**src/rtl/bist_pkg.sv**
```systemverilog
// Shared types and constants for the full-adder BIST datapath.
// Holds the output-response-analyser state enum and the MISR feedback step.
package bist_pkg;

   typedef enum logic [1:0] {
      IDLE    = 2'd0,
      COMPACT = 2'd1,
      COMPARE = 2'd2,
      DONE    = 2'd3
   } ora_state_t;

   // Feedback taps for x^4+x+1: s4 folds back into stages 1 and 2.
   localparam logic [3:0] MISR_TAPS       = 4'b0011;
   localparam logic [3:0] ORA_GOLDEN_FA   = 4'b1011;
   localparam int         ORA_PATTERNS_FA = 8;

   // Bit 0 of s is stage s1, bit 3 is s4; r[1]=cout enters stage 2, r[0]=sum stage 1.
   function automatic logic [3:0] misr_next(input logic [3:0] s, input logic [1:0] r);
      logic [3:0] n;
      n = {s[2:0], 1'b0} ^ (MISR_TAPS & {4{s[3]}}) ^ {2'b00, r};
      return n;
   endfunction

endpackage

```
**src/rtl/misr_reg.sv**
```systemverilog
// 4-bit multiple-input signature register with synchronous seed load and enable.
// Load has priority over enable so a restart never compacts the coincident response.
module misr_reg
   import bist_pkg::*;
#(
   parameter int               SIG_W = 4,
   parameter logic [SIG_W-1:0] SEED  = '0
) (
   input  logic             clock,
   input  logic             reset,
   input  logic             load,
   input  logic             en,
   input  logic [1:0]       resp,
   output logic [SIG_W-1:0] sig
);

   logic [SIG_W-1:0] sig_d;
   logic [SIG_W-1:0] sig_q;

   always_comb begin
      sig_d = sig_q;
      if (load) begin
         sig_d = SEED;
      end else if (en) begin
         sig_d = misr_next(sig_q, resp);
      end
   end

   always_ff @(posedge clock or posedge reset) begin
      if (reset) begin
         sig_q <= SEED;
      end else begin
         sig_q <= sig_d;
      end
   end

   assign sig = sig_q;

endmodule

```
**src/rtl/bist_misr_ora.sv**
```systemverilog
// Output response analyser: compacts CUT responses into a MISR and judges the signature.
// Define ORA_STICKY_FAULT_EN to keep fault_detected set until reset.
module bist_misr_ora
   import bist_pkg::*;
#(
   parameter int               SIG_W    = 4,
   parameter int               PATTERNS = ORA_PATTERNS_FA,
   parameter logic [SIG_W-1:0] SEED     = '0,
   parameter logic [SIG_W-1:0] GOLDEN   = ORA_GOLDEN_FA
) (
   input  logic           clock,
   input  logic           reset,
   input  logic           testmode,
   input  logic           start,
   // resp is consumed on every rising edge where resp_valid=1 in COMPACT; no back-pressure.
   input  logic           resp_valid,
   input  logic [1:0]     resp,
   output logic [SIG_W:1] dataout_ora,
   output logic           busy,
   output logic           done,
   output logic           pass,
   output logic           fault_detected,
   output ora_state_t     state_dbg
);

   localparam int CNT_W = $clog2(PATTERNS) + 1;
   localparam logic [CNT_W-1:0] CNT_LAST = CNT_W'(PATTERNS - 1);
   localparam logic [CNT_W-1:0] CNT_MAX  = '1;

`ifdef ORA_STICKY_FAULT_EN
   localparam bit STICKY = 1'b1;
`else
   localparam bit STICKY = 1'b0;
`endif

   ora_state_t       state_d, state_q;
   logic [CNT_W-1:0] cnt_d, cnt_q;
   logic             pass_d, pass_q;
   logic             fault_d, fault_q;
   logic             misr_load;
   logic             misr_en;
   logic [SIG_W-1:0] sig;
   logic             sig_match;

   assign sig_match = (sig == GOLDEN);

   always_comb begin
      state_d   = state_q;
      cnt_d     = cnt_q;
      pass_d    = pass_q;
      fault_d   = fault_q;
      misr_load = 1'b0;
      misr_en   = 1'b0;
      if (state_q != IDLE && !testmode) begin
         state_d = IDLE;
         pass_d  = 1'b0;
         fault_d = STICKY ? fault_q : 1'b0;
      end else if (testmode && start) begin
         // Restart from any state; start beats a coincident resp_valid.
         state_d   = COMPACT;
         misr_load = 1'b1;
         cnt_d     = '0;
         pass_d    = 1'b0;
         fault_d   = STICKY ? fault_q : 1'b0;
      end else begin
         case (state_q)
            COMPACT: begin
               if (resp_valid) begin
                  misr_en = 1'b1;
                  if (cnt_q != CNT_MAX) begin
                     cnt_d = cnt_q + 1'b1;
                  end
                  if (cnt_q == CNT_LAST) begin
                     state_d = COMPARE;
                  end
               end
            end
            COMPARE: begin
               pass_d  = sig_match;
               fault_d = STICKY ? (fault_q | ~sig_match) : ~sig_match;
               state_d = DONE;
            end
            default: begin
            end
         endcase
      end
   end

   always_ff @(posedge clock or posedge reset) begin
      if (reset) begin
         state_q <= IDLE;
         cnt_q   <= '0;
         pass_q  <= 1'b0;
         fault_q <= 1'b0;
      end else begin
         state_q <= state_d;
         cnt_q   <= cnt_d;
         pass_q  <= pass_d;
         fault_q <= fault_d;
      end
   end

   misr_reg #(
      .SIG_W (SIG_W),
      .SEED  (SEED)
   ) u_misr (
      .clock (clock),
      .reset (reset),
      .load  (misr_load),
      .en    (misr_en),
      .resp  (resp),
      .sig   (sig)
   );

   assign dataout_ora    = sig;
   assign busy           = (state_q == COMPACT) || (state_q == COMPARE);
   assign done           = (state_q == DONE);
   assign pass           = pass_q;
   assign fault_detected = fault_q;
   assign state_dbg      = state_q;

endmodule

```
**config.mk**
```make
export PLATFORM = sky130hd
export DESIGN_NAME = bist_misr_ora
export DESIGN_NICKNAME = d
export VERILOG_FILES = /design/src/rtl/bist_pkg.sv /design/src/rtl/misr_reg.sv /design/src/rtl/bist_misr_ora.sv
export SDC_FILE = /design/constraint.sdc
export NUM_CORES = 1
export LEC_CHECK = 0
export BUFFER_PORTS_ARGS = -buffer_cell sky130_fd_sc_hd__buf_4
export CAP_MARGIN = 30
export CELL_PAD_IN_SITES_DETAIL_PLACEMENT = 0
export CELL_PAD_IN_SITES_GLOBAL_PLACEMENT = 1
export CORE_AREA = 2 2 45 47
export CTS_BUF_LIST = sky130_fd_sc_hd__clkbuf_4
export CTS_CLUSTER_SIZE = 20
export DETAILED_ROUTE_END_ITERATION = 10
export DIE_AREA = 0 0 47 49
export PLACE_DENSITY = 0.85
export SLEW_MARGIN = 20
export SYNTH_ARGS = -nofsm -noshare
export SYNTH_HDL_FRONTEND = slang
export SYNTH_HIERARCHICAL = 1
export SYNTH_SLANG_ARGS = --single-unit
```
**constraint.sdc**
```tcl
create_clock -name clock -period 2 [get_ports clock]
set_input_delay 0.1 -clock clock [delete_from_list [all_inputs] [get_ports clock]]
set_output_delay 0.1 -clock clock [all_outputs]
set_load 0.005 [all_outputs]
```
## Yosys cells after proc, flatten, opt, wreduce, memory -nomap -nowiden

Index checks and enable logic that the tools add are counted.

| word-level totals | value |
|---|---|
| flip-flop bits (word level) | 12 |
| input port bits | 7 |
| output and inout port bits | 10 |
| word-level logic and storage cells | 54 |

| operators by class | value |
|---|---|
| add/subtract/negate cells | 1 |
| eq/ne operators | 8 |
| mux-type cells | 23 |
| bitwise gates (word level) | 4 |
| reductions and logical operators | 13 |

Operators with widths:

| operator | count |
|---|---|
| $mux 4 | 6 |
| $mux 1 | 12 |
| $ne 4x4->1 const B | 3 |
| $reduce_bool 2->1 | 5 |
| $mux 2 | 4 |
| $xor 4x2->4 | 2 |
| $add 4x1->4 const B | 1 |
| $eq 2x2->1 const B | 2 |
| $eq 4x3->1 const B | 1 |
| $eq 4x4->1 const B | 1 |
| $pmux 2 s2 | 1 |
| $reduce_and 4->1 | 1 |
| $reduce_bool 4->1 | 1 |
| $reduce_and 3->1 | 1 |
| $reduce_bool 3->1 | 1 |
| $eq 2x1->1 const B | 1 |
| $logic_and 1x1->1 | 2 |
| $not 1->1 | 2 |
| $logic_not 1->1 | 1 |
| $logic_or 1x1->1 | 1 |

## Depth between registers and ports, before layout

| logic depth | value |
|---|---|
| word-level depth | 6 |
| depth in mapped cells | 8 |
| depth with buffers taken out | 7 |

## By module

Netlist, hierarchy kept.

Modules (own cells, without submodules):

| module | instances | cells an instance | area an instance (um^2) | seq. area each (um^2) |
|---|---|---|---|---|
| bist_misr_ora | 1 | 54 | 519.2 | 200.2 |
| misr_reg | 1 | 16 | 193.9 | 100.1 |

## Least setup slack after synthesis

No wires, ideal clock.

| timing | value |
|---|---|
| path kind | register to register |
| from | register state_q[0], in the netlist state_dbg[0] |
| to | register u_misr.sig_q[1], in the netlist u_misr/sig[1] |
| library setup time | 0.122 ns |
| arrival time | 1.511 ns |
| required time | 1.878 ns |
| slack | 0.368 ns |
| cell stages (with the launch flop) | 9 |
| path buffers | 1 |
| clock period less this slack | 1.632 ns |
| cells stage by stage | dfrtp_1 inv_1 ha_1 or2_2 nand2b_1 nor2_1 buf_2 mux2i_1 nor2_1 |

| on the way | value |
|---|---|
| longest elaborated chain between the ends | 5 |
| elaborated cells on any way between the ends | 9 |
| those cells by class | eq/ne (1); mux (5); reduce/logical (3) |

Ends and longest elaborated chain:

| item | RTL line | text |
|---|---|---|
| from (decl) | bist_misr_ora.sv:36 | `ora_state_t state_d, state_q;` |
| from (signal assigned) | bist_misr_ora.sv:96 | `state_q <= state_d;` |
| $eq 2x1->1 | bist_misr_ora.sv:66 | `case (state_q)` |
| $mux 1 | bist_misr_ora.sv:66 |  |
| $mux 1 | bist_misr_ora.sv:58 | `end else if (testmode && start) begin` |
| $mux 1 (*) | bist_misr_ora.sv:54 | `if (state_q != IDLE && !testmode) begin` |
| via misr_en | bist_misr_ora.sv:41 | `logic misr_en;` |
| $reduce_bool 2->1 (no source line) (*) | - |  |
| to (signal assigned) | misr_reg.sv:33 | `sig_q <= sig_d;` |
| to (decl) | misr_reg.sv:18 | `logic [SIG_W-1:0] sig_q;` |

Mark *: on every way through the listed nets, which the timed path passes. The rest lies on a longest branch.
A chain may end at the register's enable or synchronous reset.

## Worst setup path after layout

| timing | value |
|---|---|
| from | register state_q[0], in the netlist state_dbg[0] |
| to | register u_misr.sig_q[3], in the netlist u_misr/sig[3] |

The elaborated chain is that of the path after synthesis.

==> results.sh <==
export IMPL_outcome="complete, no violations"
export IMPL_routabilityCongestion=0.730
export IMPL_cts_setup_buffers=0
export IMPL_drtIter0Drc=9
export IMPL_ir_drop_mv=0.398
export IMPL_layout_common_cells="buf_4, dfrtp_1, nor2_1"
export IMPL_cts_clk_slew_worst_paths_ns=0.08
export IMPL_portBuffers=16
export IMPL_crit_buf_inv=1
export IMPL_drive_gt1_frac=0.270
export IMPL_antenna_found_initial=0
export IMPL_slew_headroom=0.729
export IMPL_dp_hpwl_um=1020
export IMPL_critPathKind="register to register"
export IMPL_cp_end_kind="register"
export IMPL_syn_inst=70
export IMPL_maxUsedRoutingLayer="met4"
export IMPL_syn_area_um2=713
export IMPL_rows=16
export IMPL_cts_buffers=3
export IMPL_grt_pass1_vias=542
export IMPL_antenna_cells=0
export IMPL_fin_setup_tns_ns=0
export IMPL_met3_length_um=53
export IMPL_worst_pin_slew_ns=0.405
export IMPL_synth_top_area_share=0.421
export IMPL_drv_cap=0
export IMPL_crit_arrival_ns=1.97
export IMPL_maxSlewViolCount=0
export IMPL_cp_top_family="simple AND/OR/NAND/NOR gates"
export IMPL_wl_met2_um=649
export IMPL_final_common_cell="buf_4"
export IMPL_grt_pass1_wl_um=2460
export IMPL_synthArstFlopShare=1.00
export IMPL_post_drt_wl_per_cell_um=11.4
export IMPL_ys_ff_latch=12
export IMPL_fin_nets=102
export IMPL_finalCritPeriodShare=0.910
export IMPL_initial_core_util=0.387
export IMPL_p_leak_nw=0.420
export IMPL_cts_root_buf="clkbuf_4"
export IMPL_rsz0062_at_grt="no"
export IMPL_hold_worst_slack_ns=0.123
export IMPL_synth_top_cell_by_area="dfrtp_1"
export IMPL_cpPeakStageDelay_ns=0.45
export IMPL_critPathMostFrequentCell="nor2_1"
export IMPL_syn_num_nets=82
export IMPL_cts_max_level=1
export IMPL_final_hold_violation_count=0
export IMPL_fin_skew_ns=0.00712
export IMPL_hold_path_class="input pin to register"
export IMPL_fp_dieArea_um2=2300
export IMPL_grt_overflow_total=0
export IMPL_ctsLongestPathBuffers=2
export IMPL_synth_edff_count=0
export IMPL_synth_avg_cell_area_um2=10.2
export IMPL_firstDrtPassIters=4
export IMPL_coreArea_um2=1840
export IMPL_totalWireLength_um=1320
export IMPL_cp_max_fo=6
export IMPL_crit_slowest_cell="dfrtp_1"
export IMPL_max_freq_ghz=0.550
export IMPL_grt_max_degree=12
export IMPL_worstSkewPairLatency_ns=0.28
export IMPL_drt_vias_per_instance=4.91
export IMPL_ys_warn_count=6
export IMPL_met1Wirelength_um=600
export IMPL_fin_crit_ns=1.82
export IMPL_io_pins=17
export IMPL_area_growth_pct=25.3
export IMPL_track_usage=0.146
export IMPL_clock_sinks=12
export IMPL_synthDistinctLibCells=28
export IMPL_setup_viol=0
export IMPL_ys_top_cells_by_area="dfrtp_1, ha_1, nor2_1"
export IMPL_final_antenna_net_count=0
export IMPL_cp_start_kind="register"
export IMPL_synth_seq_area_share=0.421
export IMPL_p_per_area_nw_per_um2=1000
export IMPL_drcViolationCount=0
export IMPL_dr_total_vias=569
export IMPL_crit_chain="inv_1 > ha_1 > or2_2 > nand2b_1 > nor2_1 > mux2i_1 > nor2_1"
export IMPL_die_h_um=49
export IMPL_die_w_um=47
export IMPL_cp_required_ns=2.15
export IMPL_synthFlopType="dfrtp_1"
export IMPL_cts_tree="built"
-- layer usage --
layer	up-vias	global-route usage
met4	0	0.0417
met2	10	0.212
met5	-	0
met1	267	0.200
li1	287	-
met3	5	0.0556
-- cell usage after synthesis, drive strengths merged, types with 2 or more instances --
master   n
ha       5
xnor2    3
nand2b   3
a21oi    4
buf      2
dfrtp   12
nand4    2
nor2    11
nand3    2
mux2i    3
inv      4
a31oi    3
o21ai    2
-- power by group --
part / internal, mW / switching, mW / total (mW)
Sequential: 0.297 / 0.0578 / 0.355
Clock: 0.0724 / 0.0834 / 0.156
Combinational: 0.201 / 0.183 / 0.384
Total: 0.570 / 0.324 / 0.895
-- flip-flops by register name, summed over array words and instances, names as in the netlist --
| signal | cells |
|---|---|
| u_misr/sig | 4 |
| state_dbg | 2 |
| cnt_q | 4 |
| pass | 1 |
| fault_detected | 1 |
-- logic make-up after synthesis --
| logic type | synth area share |
|---|---|
| buffers and inverters | 0.0351 |
| muxes | 0.0421 |
| AOI/OAI and AO/OA | 0.112 |
| xor gates and xnor gates | 0.0702 |
| and+or+nand+nor | 0.232 |
| DFF | 0.421 |
| adders and majority gates | 0.0877 |
-- final timing paths --
path / from / endpoint / slack [ns] / cells past startpoint
setup / recovery: state_dbg[0] / u_misr/sig[3] / 0.18 / 7
hold / removal: resp[0] / u_misr/sig[0] / 0.12 / 3
setup reg to reg: state_dbg[0] / u_misr/sig[3] / 0.18 / 7
hold reg to reg: pass / pass / 0.55 / 2
max in group asynchronous: reset / cnt_q[2] / 1.41 / 3
min in group asynchronous: reset / u_misr/sig[1] / 0.27 / 3
-- through the flow --
step | utilization | std cells | setup WS (ns) | power, mW | instance area [µm²]
after detailed placement | 0.465 | 111 | 0.200 | 0.744 | 857
after global routing | 0.485 | 116 | 0.0201 | 0.979 | 893
after floorplan | - | 70 | 0.368 | 0.599 | 713
after CTS | 0.485 | 116 | 0.177 | 0.907 | 893
final | 0.485 | 116 | 0.180 | 0.895 | 893
after global placement | 0.465 | 111 | 0.276 | 0.741 | 857
-- layout make-up --
type | instances | area, µm²
timing repair buffer | 17 | 130
clock inverter | 1 | 3.75
sequential | 12 | 300
inverter | 4 | 15.0
clock buffer | 3 | 22.5
multi-input combinational | 52 | 388
tap | 27 | 33.8
fill | 193 | 948
-- repair_timing --
action | 4_1_cts | 5_1_grt
hold buffers | 1 | 0
hold endpoints to repair | 12 | 0
gates resized for setup | 0 | 0
-- worst register-to-register path: cells and delay by family (launching register included) --
family,cells,cell delay [ns]
adders and majority gates,1,0.19
muxes,1,0.25
and+or+nand+nor,4,0.68
buffers and inverters,1,0.11
DFF,1,0.45
(Power assumes the default switching activity.)
